<file path="config.mk">
export PLATFORM = sky130hd
export DESIGN_NAME = unary_stream_collector_flat
export DESIGN_NICKNAME = d
export VERILOG_FILES = /design/src/rtl/unary_pkg.sv /design/src/rtl/unary_stream_collector_if.sv /design/src/rtl/unary_pop_counter.sv /design/src/rtl/unary_stream_collector.sv /design/src/flat_wrapper.sv
export SDC_FILE = /design/constraint.sdc
export NUM_CORES = 1
export LEC_CHECK = 0
export CELL_PAD_IN_SITES_DETAIL_PLACEMENT = 0
export CELL_PAD_IN_SITES_GLOBAL_PLACEMENT = 2
export CORE_UTILIZATION = 35
export DETAILED_ROUTE_END_ITERATION = 16
export GPL_TIMING_DRIVEN = 0
export PLACE_DENSITY = 0.72
export SETUP_SLACK_MARGIN = 0.15
export SKIP_LAST_GASP = 1
export SLEW_MARGIN = 0
export SYNTH_ARGS = -nofsm -noshare
export SYNTH_HDL_FRONTEND = slang
export SYNTH_SLANG_ARGS = --single-unit
</file>
<file path="constraint.sdc">
create_clock -name clk -period 1.7 [get_ports clk]
set_clock_uncertainty 0.1 [all_clocks]
set_input_delay 0.255 -clock clk [delete_from_list [all_inputs] [get_ports clk]]
set_output_delay 0.255 -clock clk [all_outputs]
set_load 0.01 [all_outputs]
</file>
<file path="src/rtl/unary_pkg.sv">
// Shared types and helpers for the unary stream collector.
// Optional bound outputs are enabled with UNARY_COLLECTOR_BOUNDS_EN.
package unary_pkg;

    function automatic int count_width(int w);
        return $clog2(w + 1);
    endfunction

    typedef enum logic [1:0] {
        IDLE,
        COLLECT,
        DONE
    } collector_state_t;

endpackage

</file>
<file path="src/rtl/unary_stream_collector_if.sv">
// Unary bit stream in, binary count out, both valid/ready.
// Optional bound outputs are enabled with UNARY_COLLECTOR_BOUNDS_EN.
interface unary_stream_collector_if #(
    parameter int COUNT_WIDTH = 6
);
    logic                   in_y;
    logic                   in_valid;
    logic                   in_ready;
    logic [COUNT_WIDTH-1:0] out_value;
    logic                   out_valid;
    logic                   out_ready;

    modport master (
        output in_y,
        output in_valid,
        input  in_ready,
        input  out_value,
        input  out_valid,
        output out_ready
    );

    modport slave (
        input  in_y,
        input  in_valid,
        output in_ready,
        output out_value,
        output out_valid,
        input  out_ready
    );
endinterface

</file>
<file path="src/rtl/unary_pop_counter.sv">
// Frame bit counter paired with a ones counter.
// Optional bound outputs are enabled with UNARY_COLLECTOR_BOUNDS_EN.
module unary_pop_counter #(
    parameter int COUNT_WIDTH = 6
) (
    input  logic                   clk,
    input  logic                   reset,
    input  logic                   inc,
    input  logic                   bit_in,
    input  logic                   clear,
    output logic [COUNT_WIDTH-1:0] bit_count,
    output logic [COUNT_WIDTH-1:0] ones
);

    always_ff @(posedge clk or negedge reset) begin
        if (!reset) begin
            bit_count <= '0;
            ones      <= '0;
        end else if (clear) begin
            bit_count <= '0;
            ones      <= '0;
        end else if (inc) begin
            bit_count <= bit_count + COUNT_WIDTH'(1);
            ones      <= ones + COUNT_WIDTH'(bit_in);
        end
    end

endmodule

</file>
<file path="src/rtl/unary_stream_collector.sv">
// Counts ones over a frame of unary bits, hands the count downstream.
// Optional bound outputs are enabled with UNARY_COLLECTOR_BOUNDS_EN.
module unary_stream_collector
    import unary_pkg::*;
#(
    parameter int INPUT_WIDTH = 32,
    parameter int COUNT_WIDTH = count_width(INPUT_WIDTH)
) (
    input  logic                   clk,
    input  logic                   reset,
    unary_stream_collector_if.slave bus,
`ifdef UNARY_COLLECTOR_BOUNDS_EN
    output logic [COUNT_WIDTH-1:0] lower_bound,
    output logic [COUNT_WIDTH-1:0] upper_bound,
`endif
    output logic                   overflow
);

    collector_state_t state_q;
    collector_state_t state_d;

    logic                   accept;
    logic                   last_bit;
    logic                   cnt_inc;
    logic                   cnt_clear;
    logic                   load_out;
    logic [COUNT_WIDTH-1:0] bit_count;
    logic [COUNT_WIDTH-1:0] ones;
    logic [COUNT_WIDTH-1:0] final_ones;

    assign bus.in_ready = (state_q != DONE);
    assign accept       = bus.in_valid && bus.in_ready;
    assign last_bit     = (bit_count == COUNT_WIDTH'(INPUT_WIDTH - 1));
    assign final_ones   = ones + COUNT_WIDTH'(bus.in_y);

    unary_pop_counter #(
        .COUNT_WIDTH(COUNT_WIDTH)
    ) u_pop (
        .clk      (clk),
        .reset    (reset),
        .inc      (cnt_inc),
        .bit_in   (bus.in_y),
        .clear    (cnt_clear),
        .bit_count(bit_count),
        .ones     (ones)
    );

    always_ff @(posedge clk or negedge reset) begin
        if (!reset) state_q <= IDLE;
        else        state_q <= state_d;
    end

    // IDLE counters are always zero, so the first bit is a plain increment
    always_comb begin
        state_d   = state_q;
        cnt_inc   = 1'b0;
        cnt_clear = 1'b0;
        load_out  = 1'b0;
        unique case (state_q)
            IDLE, COLLECT: begin
                if (accept) begin
                    cnt_inc = 1'b1;
                    if (last_bit) begin
                        load_out = 1'b1;
                        state_d  = DONE;
                    end else begin
                        state_d  = COLLECT;
                    end
                end
            end
            DONE: begin
                if (bus.out_valid && bus.out_ready) begin
                    cnt_clear = 1'b1;
                    state_d   = IDLE;
                end
            end
            default: state_d = IDLE;
        endcase
    end

    always_ff @(posedge clk or negedge reset) begin
        if (!reset) begin
            bus.out_value <= '0;
            bus.out_valid <= 1'b0;
        end else if (load_out) begin
            bus.out_value <= final_ones;
            bus.out_valid <= 1'b1;
        end else if (cnt_clear) begin
            bus.out_valid <= 1'b0;
        end
    end

    always_ff @(posedge clk or negedge reset) begin
        if (!reset) begin
            overflow <= 1'b0;
        end else if (bus.in_valid && !bus.in_ready) begin
            overflow <= 1'b1;
        end
    end

`ifdef UNARY_COLLECTOR_BOUNDS_EN
    assign lower_bound = ones;
    assign upper_bound = ones + COUNT_WIDTH'(INPUT_WIDTH) - bit_count;
`endif

endmodule

</file>
<file path="src/flat_wrapper.sv">
// flat-port wrapper written by rule: the top's interface ports become plain ports
module unary_stream_collector_flat import unary_pkg::*;
#(
    parameter int INPUT_WIDTH = 32,
    parameter int COUNT_WIDTH = count_width(INPUT_WIDTH)
)
  (clk, reset, overflow, bus_in_y, bus_in_valid, bus_in_ready, bus_out_value, bus_out_valid, bus_out_ready);
  unary_stream_collector_if #(.COUNT_WIDTH(COUNT_WIDTH)) bus_i ();
  input  logic clk;
  input  logic reset;
  output logic overflow;
  input wire logic [$bits(bus_i.in_y)-1:0] bus_in_y;
  input wire logic [$bits(bus_i.in_valid)-1:0] bus_in_valid;
  output wire logic [$bits(bus_i.in_ready)-1:0] bus_in_ready;
  output wire logic [$bits(bus_i.out_value)-1:0] bus_out_value;
  output wire logic [$bits(bus_i.out_valid)-1:0] bus_out_valid;
  input wire logic [$bits(bus_i.out_ready)-1:0] bus_out_ready;
  assign bus_i.in_y = bus_in_y;
  assign bus_i.in_valid = bus_in_valid;
  assign bus_in_ready = bus_i.in_ready;
  assign bus_out_value = bus_i.out_value;
  assign bus_out_valid = bus_i.out_valid;
  assign bus_i.out_ready = bus_out_ready;
  unary_stream_collector #(.INPUT_WIDTH(INPUT_WIDTH), .COUNT_WIDTH(COUNT_WIDTH)) u_core (.clk(clk), .reset(reset), .bus(bus_i), .overflow(overflow));
endmodule
</file>
==> out/results.tsv, run 1 <==
metric	value	unit
status	finished clean	
cts_made_buffers	3	
drv_slew	0	
worstPathArrival	1670	ps
avgViaCountPerCell	5.32	
ant_nets	0	
wl_per_cell	14.8	um
top_layer	met4	
start_util	37.5	%
wl_met1	1060	um
via_count	761	
synth_top_area_cell	dfrtp_1	
core_area	2780	um2
overflow	0	
netlist_instances	87	
period_needed	1560	ps
grt_pass1_wl	3810	um
syn_area_per_cell	12.0	um2
cts.reportedPaths.clkPinSlew	130	ps
finalSetupViolations	0	
n_antenna_cell	0	
hp-class	input port to flop	
die_y	56.6	um
r2r_end	u_core.bus.out_value[4]	
finalCritPeriodShare	91.5	%
grt_usage	15.6	%
synth.yosys.seq_area_share	52.8	%
max_freq	643	MHz
slew_headroom	32.3	%
clockBufferDepth	2	
synth_area	1040	um2
rsz0062_at_grt	yes	
rows	19	
grt_pass1_vias	838	
drive_above_1_share	26.8	%
drv_cap	0	
wl_met3	91	um
dp_hpwl	1360	um
pre_cts_slack	-363	ps
crit_type	flop to flop	
ios	14	
rrSetupSlack	140	ps
cp_max_fo	5	
cp.required	1810	ps
wl	2120	um
reg2reg_depth	5	
synth-seq-cells	22	
cts.htree.levels	1	
worstSetupStartpoint	u_core.state_q[1]	
netlist_top_cells_area	dfrtp_1 (53%), mux2_2 (6.5%), a22o_1 (5.0%)	
die_width	56.6	um
gp_congestion	0.718	
ys_warn_count	0	
clock_sinks	22	
start_kind	flop	
p_leak	0.647	nW
port_buffers	13	
yosys.area.top_type_share	52.8	%
die-area	3200	um2
max_slew.worst_pin.slew	1010	ps
wl_met2	947	um
powerDensity	1180	nW/um2
reg2reg_from	u_core.state_q[1]	
dr.pass1.iters	4	
synth_cell_types	31	
cts_hold_buf	0	
grt_max_degree	23	
hold_violations	0	
worst_slack	144	ps
synth.net_count	95	
ir_worst_vdd	690	uV
cp-end-kind	flop	
drc	0	
clk_latency	310	ps
cts_root_buf	clkbuf_4	
antenna_found_initial	0	
cts_tree	yes	
timing.critical_path.to	u_core.bus.out_value[4]	
tns	0	ps
area_delta_synth_final	32.1	%
drt_iter0_markers	20	
layout.nets	121	
==> per-stage QoR <==
stage | instance area [um2] | power (mW) | cells | util [%] | hold WS [ps]
after floorplan | 1040 | 1.03 | 87 | - | -141
after global routing | 1380 | 1.75 | 143 | 49.6 | 288
final | 1380 | 1.62 | 143 | 49.6 | 243
after detailed placement | 1210 | 1.20 | 131 | 43.6 | 362
after CTS | 1330 | 1.61 | 142 | 47.9 | 393
after global placement | 1210 | 1.18 | 131 | 43.6 | 366
==> cells by family (layout without fill, tap and decap cells) <==
group | after synthesis | after routing | share of synthesized area [%]
fa+ha+maj | 3 | 3 | 3.60
flops | 22 | 22 | 52.8
mux | 7 | 7 | 7.43
simple gates | 23 | 23 | 15.9
xor+xnor | 4 | 4 | 3.36
buf+inv | 6 | 31 | 2.64
compound gates | 22 | 22 | 14.3
==> worst max-delay path, stage by stage (launching register included) <==
cell	delay (ps)
dfrtp_2	450
buf_6	130
nand3b_4	160
nor3_4	160
buf_6	150
mux2_2	320
==> worst min path at each step <==
| stage | start | to | slack, ps | cells after the start |
|---|---|---|---|---|
| after floorplan | reset | u_core.bus.out_valid | -140 | 0 |
| after global placement | u_core.overflow | u_core.overflow | 370 | 1 |
| after detailed placement | u_core.overflow | u_core.overflow | 360 | 1 |
| after CTS | u_core.overflow | u_core.overflow | 390 | 1 |
| after global routing | bus_in_valid | u_core.state_q[0] | 290 | 2 |
| final | bus_in_valid | u_core.state_q[0] | 240 | 3 |
==> routing by layer <==
metal	vias up	GRT usage, %
met4	0	7.32
li1	373	-
met2	15	24.7
met1	371	21.0
met3	2	2.30
met5	-	0
==> where the power goes <==
group / switching [mW] / leakage (nW) / internal, mW
clock network: 0.165 / 0.0279 / 0.238
registers: 0.135 / 0.278 / 0.655
logic: 0.185 / 0.341 / 0.244
total: 0.485 / 0.647 / 1.14
==> registers in the layout, summed over array words and instances, names as in the netlist <==
| signal | count |
|---|---|
| u_core.bus.out_value | 6 |
| u_core.u_pop.bit_count | 6 |
| u_core.u_pop.ones | 6 |
| u_core.state_q | 2 |
| u_core.bus.out_valid | 1 |
| u_core.overflow | 1 |
==> final cells by class <==
class | count | area [um2]
fillers | 278 | 1400
repair buffers | 21 | 196
clock buffers | 3 | 22.5
well taps | 31 | 38.8
clock inverters | 1 | 30.0
plain buffers | 2 | 12.5
inverters | 4 | 15.0
multi-input cells | 59 | 512
flip-flops and latches | 22 | 552
==> cell usage after synthesis <==
| cell | instances |
|---|---|
| mux2i_1 | 1 |
| nand2b_1 | 1 |
| or2_2 | 1 |
| a31oi_1 | 1 |
| o21ai_0 | 5 |
| o21bai_1 | 2 |
| o21a_1 | 1 |
| a311oi_1 | 1 |
| inv_1 | 4 |
| a22o_1 | 6 |
| a21oi_1 | 5 |
| nor2_1 | 3 |
| nor2b_1 | 2 |
| nand2_1 | 1 |
| clkbuf_2 | 1 |
| xor2_1 | 1 |
| ha_1 | 3 |
| o22a_1 | 1 |
| buf_4 | 1 |
| mux2_2 | 6 |
| or3_1 | 4 |
| dfrtp_1 | 22 |
| xnor2_1 | 3 |
| nand3b_4 | 1 |
| and3b_1 | 1 |
| nand3_1 | 3 |
| nor4_1 | 1 |
| nand4b_1 | 1 |
| nand4_1 | 1 |
| nor3_4 | 1 |
| and4b_1 | 2 |
==> cell usage in the layout, fill, tap and decap left out, types with 2 or more instances in the layout <==
cell type,instances
and4b_1,2
clkbuf_4,3
clkdlybuf4s50_1,3
dfrtp_1,21
or3_1,4
inv_1,4
a21oi_1,4
mux2_2,2
buf_4,5
ha_2,2
mux2_4,4
buf_6,4
nor2_1,2
dlygate4sd2_1,9
xnor2_1,3
a22o_1,6
nand3_1,3
o21bai_1,2
o21ai_0,5
==> repair_timing <==
| item | in CTS | in global routing |
|---|---|---|
| gates cloned | 0 | 0 |
| endpoints found under the setup margin | 21 | 14 |
| buffers inserted | 7 | 1 |
| pin swaps | 2 | 0 |
| resized for setup | 17 | 11 |
Note: power is estimated with default switching activity, not from simulation.
==> run 2, diff against run 1 <==
--- a/config.mk
+++ b/config.mk
@@ -7,10 +7,10 @@
 export LEC_CHECK = 0
 export CELL_PAD_IN_SITES_DETAIL_PLACEMENT = 0
 export CELL_PAD_IN_SITES_GLOBAL_PLACEMENT = 2
-export CORE_UTILIZATION = 35
+export CORE_UTILIZATION = 32
 export DETAILED_ROUTE_END_ITERATION = 16
 export GPL_TIMING_DRIVEN = 0
-export PLACE_DENSITY = 0.72
+export PLACE_DENSITY = 0.69
 export SETUP_SLACK_MARGIN = 0.15
 export SKIP_LAST_GASP = 1
 export SLEW_MARGIN = 0
==> constraint.sdc (replaced) <==
create_clock -name clk -period 1.3 [get_ports clk]
set_clock_uncertainty 0.1 [all_clocks]
set_input_delay 0.195 -clock clk [delete_from_list [all_inputs] [get_ports clk]]
set_output_delay 0.195 -clock clk [all_outputs]
set_load 0.01 [all_outputs]
==> out/results.tsv, run 2 (same netlist as run 1, synthesis figures left out) <==
metric	value	unit	change
finalCritPeriodShare	115	%	+23 points
grt_pass1_vias	817		-2.5%
max_slew.worst_pin.slew	992	ps	-19.8 ps
critPathMaxStageDelay	410	ps	-40 ps
violations	setup timing		
crit_buf_inv	1		-1
wl_per_cell	13.5	um	-9.0%
port_buffers	13		unchanged
clockBufferDepth	2		unchanged
gp_congestion	0.693		-3.5%
layout.nets	130		+7.4%
ir_worst_vdd	747	uV	+8.2%
start_util	33.9	%	-3.6 points
clock_sinks	22		unchanged
ios	14		unchanged
crit_type	flop to flop		
cp_max_fo	6		+1
whs	59.2	ps	-183 ps
ant_nets	0		unchanged
drv_slew	0		unchanged
mostFrequentLayoutCell	dfrtp_1		
drt_iter0_markers	35		+75%
overflow	0		unchanged
finalSetupViolations	21		+21
p_leak	0.680	nW	+5.1%
regArea	552	um2	unchanged
cp_top_family	flip-flops		
hp-class	input port to asynchronous set/reset pin		
cts_hold_buf	0		unchanged
drc	0		unchanged
wl	2210	um	+4.4%
reg_top3	u_core.bus.out_value x6, u_core.u_pop.bit_count x6, u_core.u_pop.ones x6		
status	finished, violations left		
start_kind	flop		
cts_root_buf	clkbuf_4		
avgViaCountPerCell	4.93		-7.3%
die_width	59.1	um	+4.4%
cts.htree.levels	1		unchanged
wl_met2	1060	um	+12%
cts_tree	yes		
wl_met3	48	um	-47%
crit_chain	ha_4, nand3b_4, nor3_4, buf_12, mux2_4		
core_area	3080	um2	+11%
grt_usage	14.5	%	-1.1 points
grt_max_degree	23		unchanged
cp-end-kind	flop		
via_count	809		+6.3%
wl_met1	1060	um	unchanged
powerDensity	1370	nW/um2	+16%
antenna_found_initial	0		unchanged
worst_slack	-191	ps	-335 ps
grt_pass1_wl	3680	um	-3.3%
cp.required	1400	ps	-410 ps
cp_slowest_cell	dfrtp_1		
slew_headroom	33.8	%	+1.5 points
dr.pass1.iters	3		-1
multi_input_area	569	um2	+11%
worstPathArrival	1590	ps	-80 ps
area_delta_synth_final	42.2	%	
hold_violations	0		unchanged
die-area	3490	um2	+9.0%
die_y	59.1	um	+4.4%
n_antenna_cell	0		unchanged
period_needed	1490	ps	-65.4 ps
cts.reportedPaths.clkPinSlew	110	ps	-20 ps
clk_latency	300	ps	about the same
rows	20		+1
top_layer	met4		
fillCellCount	295		+6.1%
cts_made_buffers	3		unchanged
dp_hpwl	1450	um	+6.7%
rsz0062_at_grt	yes		
max_freq	671	MHz	+4.4%
final_cell_mix	dfrtp_1 (21), buf_4 (11), buf_2 (8)		
finish.utilization	48.2	%	-1.4 points
drive_above_1_share	43.3	%	+17 points
drv_cap	0		unchanged
[run 2: power breakdown]
part	total, mW	switching [mW]	internal, mW
logic	0.668	0.271	0.397
clock network	0.304	0.196	0.108
registers	1.06	0.198	0.857
[run 2: what timing repair did]
action,in CTS,in global routing
gates resized for setup,49,7
endpoints found under the setup margin,51,30
buffers inserted,12,5
pin swaps,9,11
[run 2: layout make-up]
class,instances,area share [%]
Multi-Input combinational cell,59,38.4
Sequential cell,22,37.2
Timing Repair Buffer,30,16.5
Tap cell,44,3.71
Buffer,2,1.69
Clock buffer,3,1.52
Inverter,4,1.01
[run 2: stage by stage]
| step | total power, mW | instances | setup TNS, ps | area, um2 | worst slack [ps] |
|---|---|---|---|---|---|
| finish | 2.03 | 164 | -2440 | 1480 | -191 |
| global route | 2.18 | 164 | -3730 | 1480 | -265 |
| CTS | 2.00 | 159 | -2920 | 1420 | -226 |
| detailed placement | 1.64 | 144 | -16280 | 1290 | -678 |
| global placement | 1.61 | 144 | -16280 | 1290 | -680 |
| floorplan | 1.41 | 87 | -754 | 1100 | -148 |
[run 2: worst register-to-register path: stages, from the launching register on]
cell      delay [ps]
dfrtp_1          410
ha_4             160
nand3b_4          90
nor3_4           170
buf_12           160
mux2_4           300
[run 2: path summary, 6_finish.rpt]
path,startpoint,to,slack [ps],cells past startpoint
worst min register to register,u_core.overflow,u_core.overflow,390,1
worst min-delay path,reset,u_core.bus.out_value[2],60,1
min in group clk,bus_in_valid,u_core.state_q[0],330,3
worst max-delay path,u_core.u_pop.bit_count[0],u_core.bus.out_value[3],-190,5
worst max register to register,u_core.u_pop.bit_count[0],u_core.bus.out_value[3],-190,5
max in group asynchronous,reset,u_core.state_q[1],380,1
[run 2: per-layer routing]
metal	up-vias	global-route usage (%)
met5	-	0
met4	0	7.14
met3	5	2.62
met2	8	24.0
met1	407	18.2
li1	389	-
==> run 3, diff against run 2 <==
--- a/config.mk
+++ b/config.mk
@@ -13,7 +13,6 @@
 export PLACE_DENSITY = 0.69
 export SETUP_SLACK_MARGIN = 0.15
 export SKIP_LAST_GASP = 1
-export SLEW_MARGIN = 0
 export SYNTH_ARGS = -nofsm -noshare
 export SYNTH_HDL_FRONTEND = slang
 export SYNTH_SLANG_ARGS = --single-unit
==> results of run 3 <==
The final DEF is identical to that of run 2; final timing and power are the same.
